File: src/rtl/cache_pkg.sv
// Shared types and block geometry for the cache miss-fill controller.
package cache_pkg;

  typedef enum logic {
    IDLE,
    FILL
  } fill_state_e;

  localparam int unsigned BLOCK_BYTES     = 16;
  localparam int unsigned WORDS_PER_BLOCK = 8;
  localparam int unsigned OFFSET_BITS     = 4;
  localparam int unsigned WORD_IDX_BITS   = 3;
  localparam int unsigned DATA_W          = 16;
  // One extra bit so a counter can sit at WORDS_PER_BLOCK once the block is covered.
  localparam int unsigned CNT_W           = WORD_IDX_BITS + 1;
  // Nominal memory latency; the controller counts responses and never relies on it.
  localparam int unsigned MEM_LATENCY     = 4;

endpackage

File: src/rtl/cache_fill_fsm_if.sv
// Pipeline-lookup, main-memory and cache-array signals of one fill controller.
interface cache_fill_fsm_if
  import cache_pkg::*;
#(
  parameter int unsigned ADDR_W = 16
);

  logic                     miss_detected;
  logic [ADDR_W-1:0]        miss_address;
  logic                     fsm_busy;
  logic                     memory_read;
  logic [ADDR_W-1:0]        memory_address;
  logic                     memory_data_valid;
  logic [DATA_W-1:0]        memory_data;
  logic                     write_data_array;
  logic [WORD_IDX_BITS-1:0] fill_word_idx;
  logic [DATA_W-1:0]        fill_data;
  logic                     write_tag_array;

  modport master (
    input  miss_detected,
    input  miss_address,
    input  memory_data_valid,
    input  memory_data,
    output fsm_busy,
    output memory_read,
    output memory_address,
    output write_data_array,
    output fill_word_idx,
    output fill_data,
    output write_tag_array
  );

  modport slave (
    output miss_detected,
    output miss_address,
    output memory_data_valid,
    output memory_data,
    input  fsm_busy,
    input  memory_read,
    input  memory_address,
    input  write_data_array,
    input  fill_word_idx,
    input  fill_data,
    input  write_tag_array
  );

endinterface

File: src/rtl/fill_counter.sv
// Block-word counter: synchronous clear has priority over enable; done flags a full block.
module fill_counter
  import cache_pkg::*;
(
  input  logic             clk,
  input  logic             rst_n,
  input  logic             clr,
  input  logic             en,
  output logic [CNT_W-1:0] count,
  output logic             done
);

  logic [CNT_W-1:0] count_q, count_d;

  always_comb begin
    count_d = count_q;
    if (clr) begin
      count_d = '0;
    end else if (en) begin
      count_d = count_q + CNT_W'(1);
    end
  end

  always_ff @(posedge clk) begin
    if (!rst_n) begin
      count_q <= '0;
    end else begin
      count_q <= count_d;
    end
  end

  assign count = count_q;
  assign done  = (count_q == CNT_W'(WORDS_PER_BLOCK));

endmodule

File: src/rtl/cache_fill_fsm.sv
// Cache miss controller: stalls the pipeline, issues one read per block word, streams
// the returned words into the data array and writes the tag with the last word.
module cache_fill_fsm
  import cache_pkg::*;
#(
  parameter int unsigned ADDR_W = 16
) (
  input  logic              clk,
  input  logic              rst_n,
  cache_fill_fsm_if.master  bus
);

  fill_state_e       state_q, state_d;
  logic [ADDR_W-1:0] base_q, base_d;

  logic [CNT_W-1:0]  req_cnt, rsp_cnt;
  logic              req_done, rsp_done;
  logic              cnt_clr, req_en, rsp_en;
  logic              in_fill, last_rsp;

  fill_counter u_req_cnt (
    .clk   (clk),
    .rst_n (rst_n),
    .clr   (cnt_clr),
    .en    (req_en),
    .count (req_cnt),
    .done  (req_done)
  );

  fill_counter u_rsp_cnt (
    .clk   (clk),
    .rst_n (rst_n),
    .clr   (cnt_clr),
    .en    (rsp_en),
    .count (rsp_cnt),
    .done  (rsp_done)
  );

  assign in_fill  = (state_q == FILL);
  assign last_rsp = (rsp_cnt == CNT_W'(WORDS_PER_BLOCK - 1));

  always_comb begin
    state_d      = state_q;
    base_d       = base_q;
    cnt_clr      = 1'b0;
    bus.fsm_busy = 1'b0;
    unique case (state_q)
      IDLE: begin
        // A miss seen while reset is held must not stall the pipeline.
        bus.fsm_busy = bus.miss_detected & rst_n;
        if (bus.miss_detected) begin
          base_d  = {bus.miss_address[ADDR_W-1:OFFSET_BITS], {OFFSET_BITS{1'b0}}};
          cnt_clr = 1'b1;
          state_d = FILL;
        end
      end
      FILL: begin
        bus.fsm_busy = 1'b1;
        if (bus.memory_data_valid && last_rsp) begin
          state_d = IDLE;
        end
      end
      default: state_d = IDLE;
    endcase
  end

  // Request side: one read per cycle from the first FILL cycle until all words are asked for.
  always_comb begin
    req_en             = in_fill & ~req_done;
    bus.memory_read    = req_en;
    bus.memory_address = base_q;
    if (req_en) begin
      bus.memory_address = base_q + ADDR_W'({req_cnt[WORD_IDX_BITS-1:0], 1'b0});
    end
  end

  // Response side: every valid word goes straight to the data array in arrival order.
  always_comb begin
    rsp_en               = in_fill & bus.memory_data_valid & ~rsp_done;
    bus.write_data_array = rsp_en;
    bus.fill_word_idx    = rsp_cnt[WORD_IDX_BITS-1:0];
    bus.fill_data        = bus.memory_data;
    bus.write_tag_array  = rsp_en & last_rsp;
  end

  always_ff @(posedge clk) begin
    if (!rst_n) begin
      state_q <= IDLE;
      base_q  <= '0;
    end else begin
      state_q <= state_d;
      base_q  <= base_d;
    end
  end

  logic [OFFSET_BITS-1:0] unused_offset;
  logic                   unused_req_msb;
  assign unused_offset  = bus.miss_address[OFFSET_BITS-1:0];
  assign unused_req_msb = req_cnt[CNT_W-1];

endmodule

File: src/flat_wrapper.sv
// flat-port wrapper written by rule: the top's interface ports become plain ports
module cache_fill_fsm_flat import cache_pkg::*;
#(
  parameter int unsigned ADDR_W = 16
)
  (clk, rst_n, bus_miss_detected, bus_miss_address, bus_memory_data_valid, bus_memory_data, bus_fsm_busy, bus_memory_read, bus_memory_address, bus_write_data_array, bus_fill_word_idx, bus_fill_data, bus_write_tag_array);
  cache_fill_fsm_if #(.ADDR_W(ADDR_W)) bus_i ();
  input  logic clk;
  input  logic rst_n;
  input wire logic [$bits(bus_i.miss_detected)-1:0] bus_miss_detected;
  input wire logic [$bits(bus_i.miss_address)-1:0] bus_miss_address;
  input wire logic [$bits(bus_i.memory_data_valid)-1:0] bus_memory_data_valid;
  input wire logic [$bits(bus_i.memory_data)-1:0] bus_memory_data;
  output wire logic [$bits(bus_i.fsm_busy)-1:0] bus_fsm_busy;
  output wire logic [$bits(bus_i.memory_read)-1:0] bus_memory_read;
  output wire logic [$bits(bus_i.memory_address)-1:0] bus_memory_address;
  output wire logic [$bits(bus_i.write_data_array)-1:0] bus_write_data_array;
  output wire logic [$bits(bus_i.fill_word_idx)-1:0] bus_fill_word_idx;
  output wire logic [$bits(bus_i.fill_data)-1:0] bus_fill_data;
  output wire logic [$bits(bus_i.write_tag_array)-1:0] bus_write_tag_array;
  assign bus_i.miss_detected = bus_miss_detected;
  assign bus_i.miss_address = bus_miss_address;
  assign bus_i.memory_data_valid = bus_memory_data_valid;
  assign bus_i.memory_data = bus_memory_data;
  assign bus_fsm_busy = bus_i.fsm_busy;
  assign bus_memory_read = bus_i.memory_read;
  assign bus_memory_address = bus_i.memory_address;
  assign bus_write_data_array = bus_i.write_data_array;
  assign bus_fill_word_idx = bus_i.fill_word_idx;
  assign bus_fill_data = bus_i.fill_data;
  assign bus_write_tag_array = bus_i.write_tag_array;
  cache_fill_fsm #(.ADDR_W(ADDR_W)) u_core (.clk(clk), .rst_n(rst_n), .bus(bus_i));
endmodule
File: config.mk
export PLATFORM = sky130hd
export DESIGN_NAME = cache_fill_fsm_flat
export DESIGN_NICKNAME = d
export VERILOG_FILES = /design/src/rtl/cache_pkg.sv /design/src/rtl/cache_fill_fsm_if.sv /design/src/rtl/fill_counter.sv /design/src/rtl/cache_fill_fsm.sv /design/src/flat_wrapper.sv
export SDC_FILE = /design/constraint.sdc
export NUM_CORES = 1
export LEC_CHECK = 0
export ABC_CLOCK_PERIOD_IN_PS = 1200
export BUFFER_PORTS_ARGS = -buffer_cell sky130_fd_sc_hd__buf_2
export CAP_MARGIN = 20
export CORE_UTILIZATION = 41
export CTS_CLUSTER_SIZE = 28
export DETAILED_ROUTE_END_ITERATION = 7
export PLACE_DENSITY = 0.84
export SLEW_MARGIN = 40
export SYNTH_ARGS = -nofsm -noshare
export SYNTH_HDL_FRONTEND = slang
export SYNTH_SLANG_ARGS = --single-unit
File: constraint.sdc
create_clock -name clk -period 1.2 [get_ports clk]
set_input_delay 0.24 -clock clk [delete_from_list [all_inputs] [get_ports clk]]
set_output_delay 0.24 -clock clk [all_outputs]
set_load 0.02 [all_outputs]
==> metrics.cfg <==
[worst_setup_path]
critPathMaxFanout=4
worst_ep_required_time_ps=960
cp.arrival_ps=1380
critPathCaptureType=primary output
r2r_end=u_core.u_req_cnt.count[1]
r2r_start=u_core.u_req_cnt.count[1]
crit_type=reg -> out
r2r_slack_ps=-120
worst_setup_path_start_kind=flip-flop
r2r_cells=6

[die]
rows=18
die-area_um2=2950
core_um2=2520
ioPinCount=75
chipHeight_um=54.4
die_x_um=54.4
start_util_pct=44.5

[hold_path]
hold_class=in -> reg
worst_hold_startpoint=bus_miss_address[10]
hold_path_depth=3
hold_end=u_core.base_q[10]

[route]
vias=1008
wirelength_mm=2.69
routedWlPerCell_um=13.1
drc=0
drtAntennaViolNets=0
via_per_inst=4.92
first_pass_iters=4
first_iter_violations=9

[placed_design]
dp.cells=193
portBuffers=37
dp_hpwl_mm=1.93
finalWeightedCongestion=0.753

[synthesis]
synth_edf_count=0
avgSynthCellArea_um2=8.20
synth.area.top_cells=dfxtp_1 37%, buf_4 15%, nand2_1 9.7%
syn-instance-count=137
postSynth.asyncResetShare_pct=0
synth_top_area_cell=dfxtp_1
yosysSeqAreaShare_pct=37.4
synth_top_area_share_pct=37.4
synthMuxAreaShare_pct=2.67
ys_ff_latch=21
synth_top_family_by_area=simple AND/OR/NAND/NOR gates
netlist_area_um2=1120
synth_compound_area_share_pct=13.3
synth_fa_ha_area_share_pct=4.45
syn-num-nets=177
yosys.area_share.simple_pct=22.3
synth_top_flop_cell=dfxtp_1
synth-warning-count=0
yosysUniqueCellTypes=30
synth_xor_area_share_pct=0.780

[final_layout]
areaGrowthSynthToFinish_pct=47.3
fin_nets=216
drive_gt1_share_pct=58.3
fillers=221
multi_input_area_um2=673
stdcell_count=205
regArea_um2=435
n_antenna_cell=0

[sta]
drv_slew=0
hold_slack_ps=162
timing.fmax_mhz=615
fin_skew_ps=4.25
setup_tns_ps=-2380
setup_viol=17
rsz0062_at_grt=yes
layout_min_cycle_time_ps=1620
fin_crit_sh_pct=135
hold_viol=0
fin_ws_ps=-425

[pwr]
peakVddDrop_v=0.000698
finalPower_mw=1.43
power_leakage_nw=0.742
p_per_area_nw_per_um2=864

[cts]
clkLatencyLatePin_ps=300
clk_pin_slew_ps=110
cts_buffer_depth=2
clock_sinks=21
tritoncts=built
root_buffer=clkbuf_4
htreeDepth=1
numCtsBuffers=3

[grt]
grt_overflow=0
grt_max_degree=17
globalRouteTotalUtil_pct=20.0
antenna_found_initial=0
grt_pass1_wl_mm=4.13
first_global_vias=1022

[outcome]
violations=setup timing
run_status=finished with violations

[run]
cap_violations=0

final cells by class:
type | count | area share (%)
flip-flops and latches | 21 | 26.3
well taps | 30 | 2.27
clock inverters | 1 | 0.302
repair buffers | 60 | 27.4
clock buffers | 3 | 1.36
inverters | 6 | 1.66
multi-input cells | 84 | 40.7
through the flow:
stage / util (%) / area, µm² / setup WS [ps]
2_1_floorplan: - / 1170 / -121
3_3_place_gp: 52.4 / 1320 / -152
3_5_place_dp: 52.4 / 1320 / -195
4_1_cts: 62.8 / 1580 / -434
5_1_grt: 65.6 / 1660 / -519
6_report: 65.6 / 1660 / -425
synth_stat cells, types with 2 or more instances:
cell type	number
a21oi_1	3
nor2_1	5
clkbuf_1	2
dfxtp_1	21
nand3_1	7
a21boi_0	8
ha_1	4
nor3_1	3
nand4_1	2
a21boi_1	4
nand2_1	29
inv_1	6
buf_4	22
mux2i_1	3
o21ai_0	3
how the worst max path moves through the flow:
stage                                          from                     to  slack, ps  cells past startpoint
after floorplan           u_core.u_req_cnt.count[1]  bus_memory_address[1]       -120                      4
after global routing      u_core.u_req_cnt.count[0]  bus_memory_address[1]       -520                      5
final                     u_core.u_req_cnt.count[0]  bus_memory_address[1]       -420                      5
after CTS                 u_core.u_req_cnt.count[1]  bus_memory_address[1]       -430                      5
after detailed placement  u_core.u_req_cnt.count[1]  bus_memory_address[1]       -190                      5
after global placement    u_core.u_req_cnt.count[1]  bus_memory_address[1]       -150                      5
where the power goes:
part	switching, mW	internal, mW
logic	0.187	0.170
registers	0.0198	0.724
clock network	0.206	0.124
cells in the final DEF (no fill, tap or decap), drive strengths merged, types with 2 or more instances in the layout:
| cell type | netlist | final |
|---|---|---|
| nand3 | 7 | 7 |
| buf | 24 | 60 |
| o21ai | 3 | 3 |
| nor2 | 5 | 5 |
| ha | 4 | 4 |
| a21boi | 12 | 12 |
| a21oi | 3 | 3 |
| nor3 | 3 | 3 |
| clkbuf | 2 | 3 |
| dfxtp | 21 | 21 |
| inv | 6 | 6 |
| nand4 | 2 | 2 |
| mux2i | 3 | 3 |
| nand2 | 30 | 30 |
critical path, cell delays in order, from the launching register on:
cell and delay, ps:
dfxtp_2 360, inv_2 50, ha_4 150, and3b_2 250, nor3_4 140, buf_6 140
sequential cells by signal (all words and copies together) (netlist names):
register / count
u_core.in_fill: 1
u_core.u_rsp_cnt.count: 4
u_core.base_q: 12
u_core.u_req_cnt.count: 4
kinds of logic (layout without fill, tap and decap cells):
kind of cell / count (synthesis) / after routing
AO/OA/AOI/OAI: 21 / 21
XOR/XNOR: 1 / 1
adder cells (fa/ha/maj): 4 / 4
buffers and inverters: 32 / 70
flip-flops: 21 / 21
multiplexers: 3 / 3
other: 1 / 1
AND/OR/NAND/NOR: 54 / 54
what timing repair did:
action | CTS | global route
gates resized for setup | 48 | 27
gates cloned | 0 | 0
pin swaps | 6 | 7
buffers inserted | 9 | 3
endpoints found under the setup margin | 11 | 25
hold buffers | 0 | 0
per-layer routing:
layer  track usage, %  share of wire [%]
met3             4.44                5.3
met1             19.7                 37
met2             38.6                 56
met5                0                  0
met4             9.40                1.3
Note: power is estimated with default switching activity, not from simulation.
